`src/rtl/grid_lsq_arbiter_pkg.sv`:
```
// Shared configuration for the grid LSQ arbiter: datapath width and default slot/FIFO sizing.
package rca_config;
    localparam int XLEN                 = 32;
    localparam int GRID_NUM_SLOTS       = 4;
    localparam int GRID_LOAD_FIFO_DEPTH = 4;

    typedef logic [$clog2(GRID_NUM_SLOTS)-1:0] slot_id_t;
endpackage

```
`src/rtl/fifo_interface.sv`:
```
// Generic FIFO handshake bundle: enqueue side, dequeue side and the storage itself.
interface fifo_interface #(parameter int DATA_WIDTH = 1);
    logic                  push;
    logic                  pop;
    logic                  valid;
    logic                  full;
    logic [DATA_WIDTH-1:0] data_in;
    logic [DATA_WIDTH-1:0] data_out;

    modport enqueue   (output push, data_in, input full);
    modport dequeue   (output pop, input valid, data_out);
    modport structure (input push, pop, data_in, output valid, full, data_out);
endinterface

```
`src/rtl/grid_lsq_arbiter_if.sv`:
```
// LSQ request/return port of the grid arbiter; master is the arbiter, slave is the LSQ.
interface grid_lsq_arbiter_if;
    logic [rca_config::XLEN-1:0] addr;
    logic [rca_config::XLEN-1:0] data;
    logic [rca_config::XLEN-1:0] load_data;
    logic [2:0]                  fn3;
    logic                        load;
    logic                        store;
    logic                        new_request;
    logic                        lsq_full;
    logic                        load_complete;

    modport master (output addr, data, fn3, load, store, new_request,
                    input  lsq_full, load_data, load_complete);
    modport slave  (input  addr, data, fn3, load, store, new_request,
                    output lsq_full, load_data, load_complete);
endinterface

```
`src/rtl/taiga_fifo.sv`:
```
// Small circular FIFO; head visible combinationally, one-cycle push-to-valid latency.
// Caller must not push when full nor pop when empty.
module taiga_fifo #(
    parameter int DATA_WIDTH = 1,
    parameter int FIFO_DEPTH = 4
) (
    input logic clk,
    input logic rst,
    fifo_interface.structure fifo
);
    localparam int PTR_W = (FIFO_DEPTH > 1) ? $clog2(FIFO_DEPTH) : 1;
    localparam int CNT_W = $clog2(FIFO_DEPTH + 1);

    logic [DATA_WIDTH-1:0] mem_q [FIFO_DEPTH];
    logic [PTR_W-1:0]      rd_q, rd_d, wr_q, wr_d;
    logic [CNT_W-1:0]      cnt_q, cnt_d;

    function automatic logic [PTR_W-1:0] ptr_inc(input logic [PTR_W-1:0] p);
        return (p == PTR_W'(FIFO_DEPTH - 1)) ? '0 : p + 1'b1;
    endfunction

    assign fifo.valid    = (cnt_q != '0);
    assign fifo.full     = (cnt_q == CNT_W'(FIFO_DEPTH));
    assign fifo.data_out = mem_q[rd_q];

    always_comb begin
        rd_d  = fifo.pop  ? ptr_inc(rd_q) : rd_q;
        wr_d  = fifo.push ? ptr_inc(wr_q) : wr_q;
        cnt_d = cnt_q;
        if (fifo.push && !fifo.pop)      cnt_d = cnt_q + 1'b1;
        else if (fifo.pop && !fifo.push) cnt_d = cnt_q - 1'b1;
    end

    always_ff @(posedge clk or negedge rst) begin
        if (!rst) begin
            rd_q  <= '0;
            wr_q  <= '0;
            cnt_q <= '0;
        end else begin
            rd_q  <= rd_d;
            wr_q  <= wr_d;
            cnt_q <= cnt_d;
        end
    end

    always_ff @(posedge clk) begin
        if (fifo.push) mem_q[wr_q] <= fifo.data_in;
    end
endmodule

```
`src/rtl/grid_lsq_arbiter.sv`:
```
// Round-robin arbiter sharing one LSQ port among grid slots; request path and load return are zero-latency.
// A slot holds its request while slot_lsq_full is high; loads also stall when the load-order FIFO is full.
module grid_lsq_arbiter
    import rca_config::*;
#(
    parameter int NUM_SLOTS       = GRID_NUM_SLOTS,
    parameter int LOAD_FIFO_DEPTH = GRID_LOAD_FIFO_DEPTH
) (
    input  logic                                clk,
    input  logic                                rst,
    input  logic [NUM_SLOTS-1:0][XLEN-1:0]      slot_addr,
    input  logic [NUM_SLOTS-1:0][XLEN-1:0]      slot_data,
    input  logic [NUM_SLOTS-1:0][2:0]           slot_fn3,
    input  logic [NUM_SLOTS-1:0]                slot_load,
    input  logic [NUM_SLOTS-1:0]                slot_store,
    input  logic [NUM_SLOTS-1:0]                slot_new_request,
    output logic [NUM_SLOTS-1:0]                slot_lsq_full,
    output logic [NUM_SLOTS-1:0][XLEN-1:0]      slot_load_data,
    output logic [NUM_SLOTS-1:0]                slot_load_complete,
    grid_lsq_arbiter_if.master                  lsq,
    output logic [$clog2(LOAD_FIFO_DEPTH+1)-1:0] outstanding_loads,
    output logic                                order_error
);
    localparam int ID_W  = (NUM_SLOTS > 1) ? $clog2(NUM_SLOTS) : 1;
    localparam int CNT_W = $clog2(LOAD_FIFO_DEPTH + 1);

    logic [ID_W-1:0]      rr_q, rr_d, gnt_id;
    logic [CNT_W-1:0]     cnt_q, cnt_d;
    logic                 err_q, err_d;
    logic [NUM_SLOTS-1:0] elig, elig_rot;
    logic                 gnt_vld, push, pop;
    int                   off, gnt_sum;

    fifo_interface #(.DATA_WIDTH(ID_W)) lq ();

    taiga_fifo #(.DATA_WIDTH(ID_W), .FIFO_DEPTH(LOAD_FIFO_DEPTH)) load_order_fifo (
        .clk  (clk),
        .rst  (rst),
        .fifo (lq)
    );

    // Load+store requests count as loads, so only pure stores bypass the FIFO-full stall.
    always_comb begin
        for (int i = 0; i < NUM_SLOTS; i++) begin
            elig[i] = slot_new_request[i] & ~lsq.lsq_full &
                      ((slot_store[i] & ~slot_load[i]) | ~lq.full);
        end
    end

    // Rotate so bit 0 is rr_q, take the lowest set bit, then rotate the index back.
    always_comb begin
        elig_rot = NUM_SLOTS'({elig, elig} >> rr_q);
        gnt_vld  = 1'b0;
        off      = 0;
        for (int k = NUM_SLOTS - 1; k >= 0; k--) begin
            if (elig_rot[k]) begin
                gnt_vld = 1'b1;
                off     = k;
            end
        end
        gnt_sum = int'(rr_q) + off;
        if (gnt_sum >= NUM_SLOTS) gnt_sum = gnt_sum - NUM_SLOTS;
        gnt_id = ID_W'(gnt_sum);
    end

    always_comb begin
        lsq.new_request = gnt_vld;
        lsq.addr        = '0;
        lsq.data        = '0;
        lsq.fn3         = '0;
        lsq.load        = 1'b0;
        lsq.store       = 1'b0;
        slot_lsq_full   = '1;
        if (gnt_vld) begin
            lsq.addr              = slot_addr[gnt_id];
            lsq.data              = slot_data[gnt_id];
            lsq.fn3               = slot_fn3[gnt_id];
            lsq.load              = slot_load[gnt_id];
            lsq.store             = slot_store[gnt_id] & ~slot_load[gnt_id];
            slot_lsq_full[gnt_id] = 1'b0;
        end
    end

    assign push       = gnt_vld & slot_load[gnt_id];
    assign pop        = lsq.load_complete & lq.valid;
    assign lq.push    = push;
    assign lq.pop     = pop;
    assign lq.data_in = gnt_id;

    always_comb begin
        slot_load_complete = '0;
        if (pop) slot_load_complete[lq.data_out] = 1'b1;
    end

    assign slot_load_data = {NUM_SLOTS{lsq.load_data}};

    always_comb begin
        rr_d = rr_q;
        if (gnt_vld) rr_d = (gnt_id == ID_W'(NUM_SLOTS - 1)) ? '0 : gnt_id + 1'b1;
        cnt_d = cnt_q;
        if (push && !pop)      cnt_d = cnt_q + 1'b1;
        else if (pop && !push) cnt_d = cnt_q - 1'b1;
        err_d = err_q | (lsq.load_complete & ~lq.valid);
    end

    always_ff @(posedge clk or negedge rst) begin
        if (!rst) begin
            rr_q  <= '0;
            cnt_q <= '0;
            err_q <= 1'b0;
        end else begin
            rr_q  <= rr_d;
            cnt_q <= cnt_d;
            err_q <= err_d;
        end
    end

    assign outstanding_loads = cnt_q;
    assign order_error       = err_q;
endmodule

```
`src/flat_wrapper.sv`:
```
// flat-port wrapper written by rule: the top's interface ports become plain ports
module grid_lsq_arbiter_flat import rca_config::*;
#(
    parameter int NUM_SLOTS       = GRID_NUM_SLOTS,
    parameter int LOAD_FIFO_DEPTH = GRID_LOAD_FIFO_DEPTH
)
  (clk, rst, slot_addr, slot_data, slot_fn3, slot_load, slot_store, slot_new_request, slot_lsq_full, slot_load_data, slot_load_complete, outstanding_loads, order_error, lsq_addr, lsq_data, lsq_fn3, lsq_load, lsq_store, lsq_new_request, lsq_lsq_full, lsq_load_data, lsq_load_complete);
  grid_lsq_arbiter_if lsq_i ();
  input  logic clk;
  input  logic rst;
  input  logic [NUM_SLOTS-1:0][XLEN-1:0] slot_addr;
  input  logic [NUM_SLOTS-1:0][XLEN-1:0] slot_data;
  input  logic [NUM_SLOTS-1:0][2:0] slot_fn3;
  input  logic [NUM_SLOTS-1:0] slot_load;
  input  logic [NUM_SLOTS-1:0] slot_store;
  input  logic [NUM_SLOTS-1:0] slot_new_request;
  output logic [NUM_SLOTS-1:0] slot_lsq_full;
  output logic [NUM_SLOTS-1:0][XLEN-1:0] slot_load_data;
  output logic [NUM_SLOTS-1:0] slot_load_complete;
  output logic [$clog2(LOAD_FIFO_DEPTH+1)-1:0] outstanding_loads;
  output logic order_error;
  output wire logic [$bits(lsq_i.addr)-1:0] lsq_addr;
  output wire logic [$bits(lsq_i.data)-1:0] lsq_data;
  output wire logic [$bits(lsq_i.fn3)-1:0] lsq_fn3;
  output wire logic [$bits(lsq_i.load)-1:0] lsq_load;
  output wire logic [$bits(lsq_i.store)-1:0] lsq_store;
  output wire logic [$bits(lsq_i.new_request)-1:0] lsq_new_request;
  input wire logic [$bits(lsq_i.lsq_full)-1:0] lsq_lsq_full;
  input wire logic [$bits(lsq_i.load_data)-1:0] lsq_load_data;
  input wire logic [$bits(lsq_i.load_complete)-1:0] lsq_load_complete;
  assign lsq_addr = lsq_i.addr;
  assign lsq_data = lsq_i.data;
  assign lsq_fn3 = lsq_i.fn3;
  assign lsq_load = lsq_i.load;
  assign lsq_store = lsq_i.store;
  assign lsq_new_request = lsq_i.new_request;
  assign lsq_i.lsq_full = lsq_lsq_full;
  assign lsq_i.load_data = lsq_load_data;
  assign lsq_i.load_complete = lsq_load_complete;
  grid_lsq_arbiter #(.NUM_SLOTS(NUM_SLOTS), .LOAD_FIFO_DEPTH(LOAD_FIFO_DEPTH)) u_core (.clk(clk), .rst(rst), .slot_addr(slot_addr), .slot_data(slot_data), .slot_fn3(slot_fn3), .slot_load(slot_load), .slot_store(slot_store), .slot_new_request(slot_new_request), .slot_lsq_full(slot_lsq_full), .slot_load_data(slot_load_data), .slot_load_complete(slot_load_complete), .lsq(lsq_i), .outstanding_loads(outstanding_loads), .order_error(order_error));
endmodule
```
`config.mk`:
```
export PLATFORM = sky130hd
export DESIGN_NAME = grid_lsq_arbiter_flat
export DESIGN_NICKNAME = d
export VERILOG_FILES = /design/src/rtl/grid_lsq_arbiter_pkg.sv /design/src/rtl/fifo_interface.sv /design/src/rtl/grid_lsq_arbiter_if.sv /design/src/rtl/taiga_fifo.sv /design/src/rtl/grid_lsq_arbiter.sv /design/src/flat_wrapper.sv
export SDC_FILE = /design/constraint.sdc
export NUM_CORES = 1
export LEC_CHECK = 0
export CAP_MARGIN = 40
export CORE_AREA = 10 10 198 200
export DETAILED_ROUTE_END_ITERATION = 16
export DIE_AREA = 0 0 208 210
export PLACE_DENSITY = 0.54
export SYNTH_ARGS = -nofsm -noshare
export SYNTH_HDL_FRONTEND = slang
export SYNTH_HIERARCHICAL = 1
export SYNTH_SLANG_ARGS = --single-unit
```
`constraint.sdc`:
```
create_clock -name clk -period 5.3 [get_ports clk]
set_input_delay 1.06 -clock clk [delete_from_list [all_inputs] [get_ports clk]]
set_output_delay 1.06 -clock clk [all_outputs]
set_load 0.01 [all_outputs]
```
==> impl_metrics.yaml <==
sta:
  relSlewSlack_pct: 55.5
  finalSetupTns_ps: 0
  period_share_pct: 99.4
  rsz0062_at_grt: "yes"
  fin_skew_ps: 2.93
  maxSlewViolCount: 0
  finalSetupViolCount: 0
  worstMarginPinSlew_ps: 666
  fin_ws_ps: 31.4
  hold_viol_final: 0
  period_minus_slack_ps: 5270
  clock.fmax_mhz: 190
power_and_ir_drop:
  leakage_uw: 0.00428
  p_sw_share_pct: 43.1
  vdd_drop_max_uv: 438
  powerDensity_nw_per_um2: 964
  power_frac_seq_pct: 3.6
  pwr-share-comb_pct: 94.8
  p_sw_uw: 4510
  clock_power_share_pct: 1.6
  internal-power_uw: 5940
yosys:
  synth.distinct_cells: 40
  avgSynthCellArea_um2: 8.60
  syn_inst: 653
  synth_xor_area_share_pct: 1.56
  syn_nets: 983
  synth.cell_area_um2: 5610
  synth_simple_gate_area_share_pct: 3.99
  synth_top_family_by_area: "multiplexers"
  yosys.area_share.adder_pct: 3.39
  async_flop_share_pct: 61.9
  synth-seq-cells: 21
  ys_seq_area_share_pct: 10.1
  ys.flop_type: "dfrtp_1"
  synth_mux_area_share_pct: 40.4
  synth-edff-count: 8
  yosys_warnings: 6
  synth_compound_area_share_pct: 17.9
routing:
  antenna_left: 0
  routed_via_density: 4.38
  vias: 6152
  firstDrtPassIters: 4
  routed_wl_um: 28900
  drcViolationCount: 0
  drt-initial-drc-count: 185
  wl_per_cell_um: 20.6
cts:
  cts_buffers: 3
  clockBufferDepth: 2
  clock_sinks: 21
  clk_latency_ps: 250
  cts_tree: "built"
  clk_pin_slew_ps: 60
  h-tree-depth: 1
  cts_root_buf: "clkbuf_16"
placed_design:
  io_buffer_count: 365
  gp_congestion: 0.762
  pre_cts_ws_ps: -343
  post-dp-hpwl_um: 23300
setup_path:
  critPathKind: "in2out"
  required_ps: 4240
  critPathMaxFanout: 7
  end_kind: "output pin"
  arrival_ps: 4210
  start_kind: "input pin"
global_route:
  grt_overflow: 0
  antenna_found_initial: 2
  grt_pass1_vias: 6308
  grt_max_degree: 75
  grt_pass1_wl_um: 39400
  track_usage_pct: 11.3
cells_and_area:
  nets: 1273
  drive_above_1_share_pct: 34.7
  final_common_cell: "clkdlybuf4s50_1"
  multi_input_area_um2: 4820
  syn2layout_area_growth_pct: 93.1
  final_cell_mix: "293 x clkdlybuf4s50_1, 137 x o22ai_1, 73 x mux2_2"
  num_antenna_cells: 0
  fillers: 3691
  ff_latch_area_um2: 566
floorplanning:
  io_pins: 526
  row_count: 69
  start_util_pct: 15.9
  die_h_um: 210
  die_area_um2: 43700
  core_region_area_um2: 35200
  die-width_um: 208
outcome:
  outcome: "finished clean"
run:
  max_cap_viol_count: 0
hold_path:
  hold_class: "reg2reg"
-- state kept, by name, indices dropped and copies added (netlist names) --
signal,count
u_core/load_order_fifo/mem_q,8
u_core/order_error,1
u_core/rr_q,2
u_core/load_order_fifo/rd_q,2
u_core/load_order_fifo/cnt_q,3
u_core/load_order_fifo/wr_q,2
u_core/outstanding_loads,3
-- metal layers --
metal	global-route usage (%)	part of all wire, %	wire [um]	vias up
li1	-	-	-	2919
met1	11.4	35	10100	2875
met2	22.2	56	16000	334
met3	4.18	8.4	2420	22
met4	1.17	1.1	305	2
met5	0	0.024	7	-
-- power by group through the flow --
stage | Combinational (uW) | Sequential [uW] | Clock, uW
global placement | 7960 | 370 | 0
detailed placement | 8040 | 374 | 0
CTS | 7990 | 373 | 168
global route | 10600 | 392 | 175
finish | 9910 | 378 | 163
floorplan | 4660 | 341 | 0
-- Yosys cell counts (3+ instances only) --
library cell / instances / area, um2
o22ai_1: 138 / 863
mux2i_1: 136 / 1360
buf_4: 135 / 1010
mux2_2: 73 / 822
buf_2: 30 / 150
clkbuf_1: 17 / 63.8
dfrtp_1: 13 / 325
ha_1: 12 / 150
nor2_1: 10 / 37.5
inv_1: 9 / 33.8
edfxtp_1: 8 / 240
nand2_1: 8 / 30.0
nand2b_1: 7 / 43.8
o21ai_0: 5 / 25.0
xnor2_1: 5 / 43.8
xor2_1: 5 / 43.8
and2_1: 4 / 25.0
a21oi_1: 3 / 15.0
mux2_1: 3 / 33.8
nor3_1: 3 / 15.0
nor3b_1: 3 / 22.5
-- critical path, stage by stage --
cell             delay (ps)
clkdlybuf4s50_1         430
nand2b_4                160
a211o_4                 350
nor3_1                  240
a311oi_2                 80
o21ai_1                 170
buf_4                   140
ha_4                    200
buf_6                   150
clkbuf_16               150
clkbuf_16               170
buf_4                   130
mux2i_4                 220
o22ai_1                 100
mux2_1                  310
clkbuf_2                140
-- cells by family after synthesis --
kind of cell    after synthesis
mux                         214
buf+inv                     194
compound gates              157
simple gates                 43
flops                        21
fa+ha+maj                    14
xor+xnor                     10
-- cell type report --
class / instances / share of cell area [%]
multi-input combinational: 438 / 44.5
timing repair buffer: 469 / 43.9
tap: 461 / 5.32
sequential: 21 / 5.22
clock buffer: 3 / 0.693
inverter: 10 / 0.346
clock inverter: 1 / 0.0693
-- path summary, 6_finish.rpt --
check / to / cells after the start / start / slack (ps)
setup / recovery: lsq_fn3[2] / 16 / slot_load[1] / 30
hold / removal: u_core/order_error / 1 / u_core/order_error / 480
setup reg to reg: u_core/outstanding_loads[1] / 20 / u_core/load_order_fifo/cnt_q[0] / 1070
hold reg to reg: u_core/order_error / 1 / u_core/order_error / 480
max in group asynchronous: u_core/order_error / 1 / rst / 3660
min in group asynchronous: u_core/load_order_fifo/rd_q[0] / 1 / rst / 1210
-- what timing repair did --
item,in CTS,in global routing
gates cloned,0,6
setup buffers,3,27
resized for setup,102,261
pin swaps,1,1
hold buffers,0,0
endpoints found under the setup margin,71,73
-- metrics by stage --
step                      total power [uW]  instance area [um2]  std cells  hold WS, ps  util, %
final                                10400                10800       1403          478     30.8
after global routing                 11100                10800       1403          504     30.8
after CTS                             8530                 9580       1370          478     27.2
after detailed placement              8410                 9340       1363          462     26.5
after global placement                8330                 9340       1363          472     26.5
after floorplan                       5000                 5610        653          449        -
(Power assumes the default switching activity.)
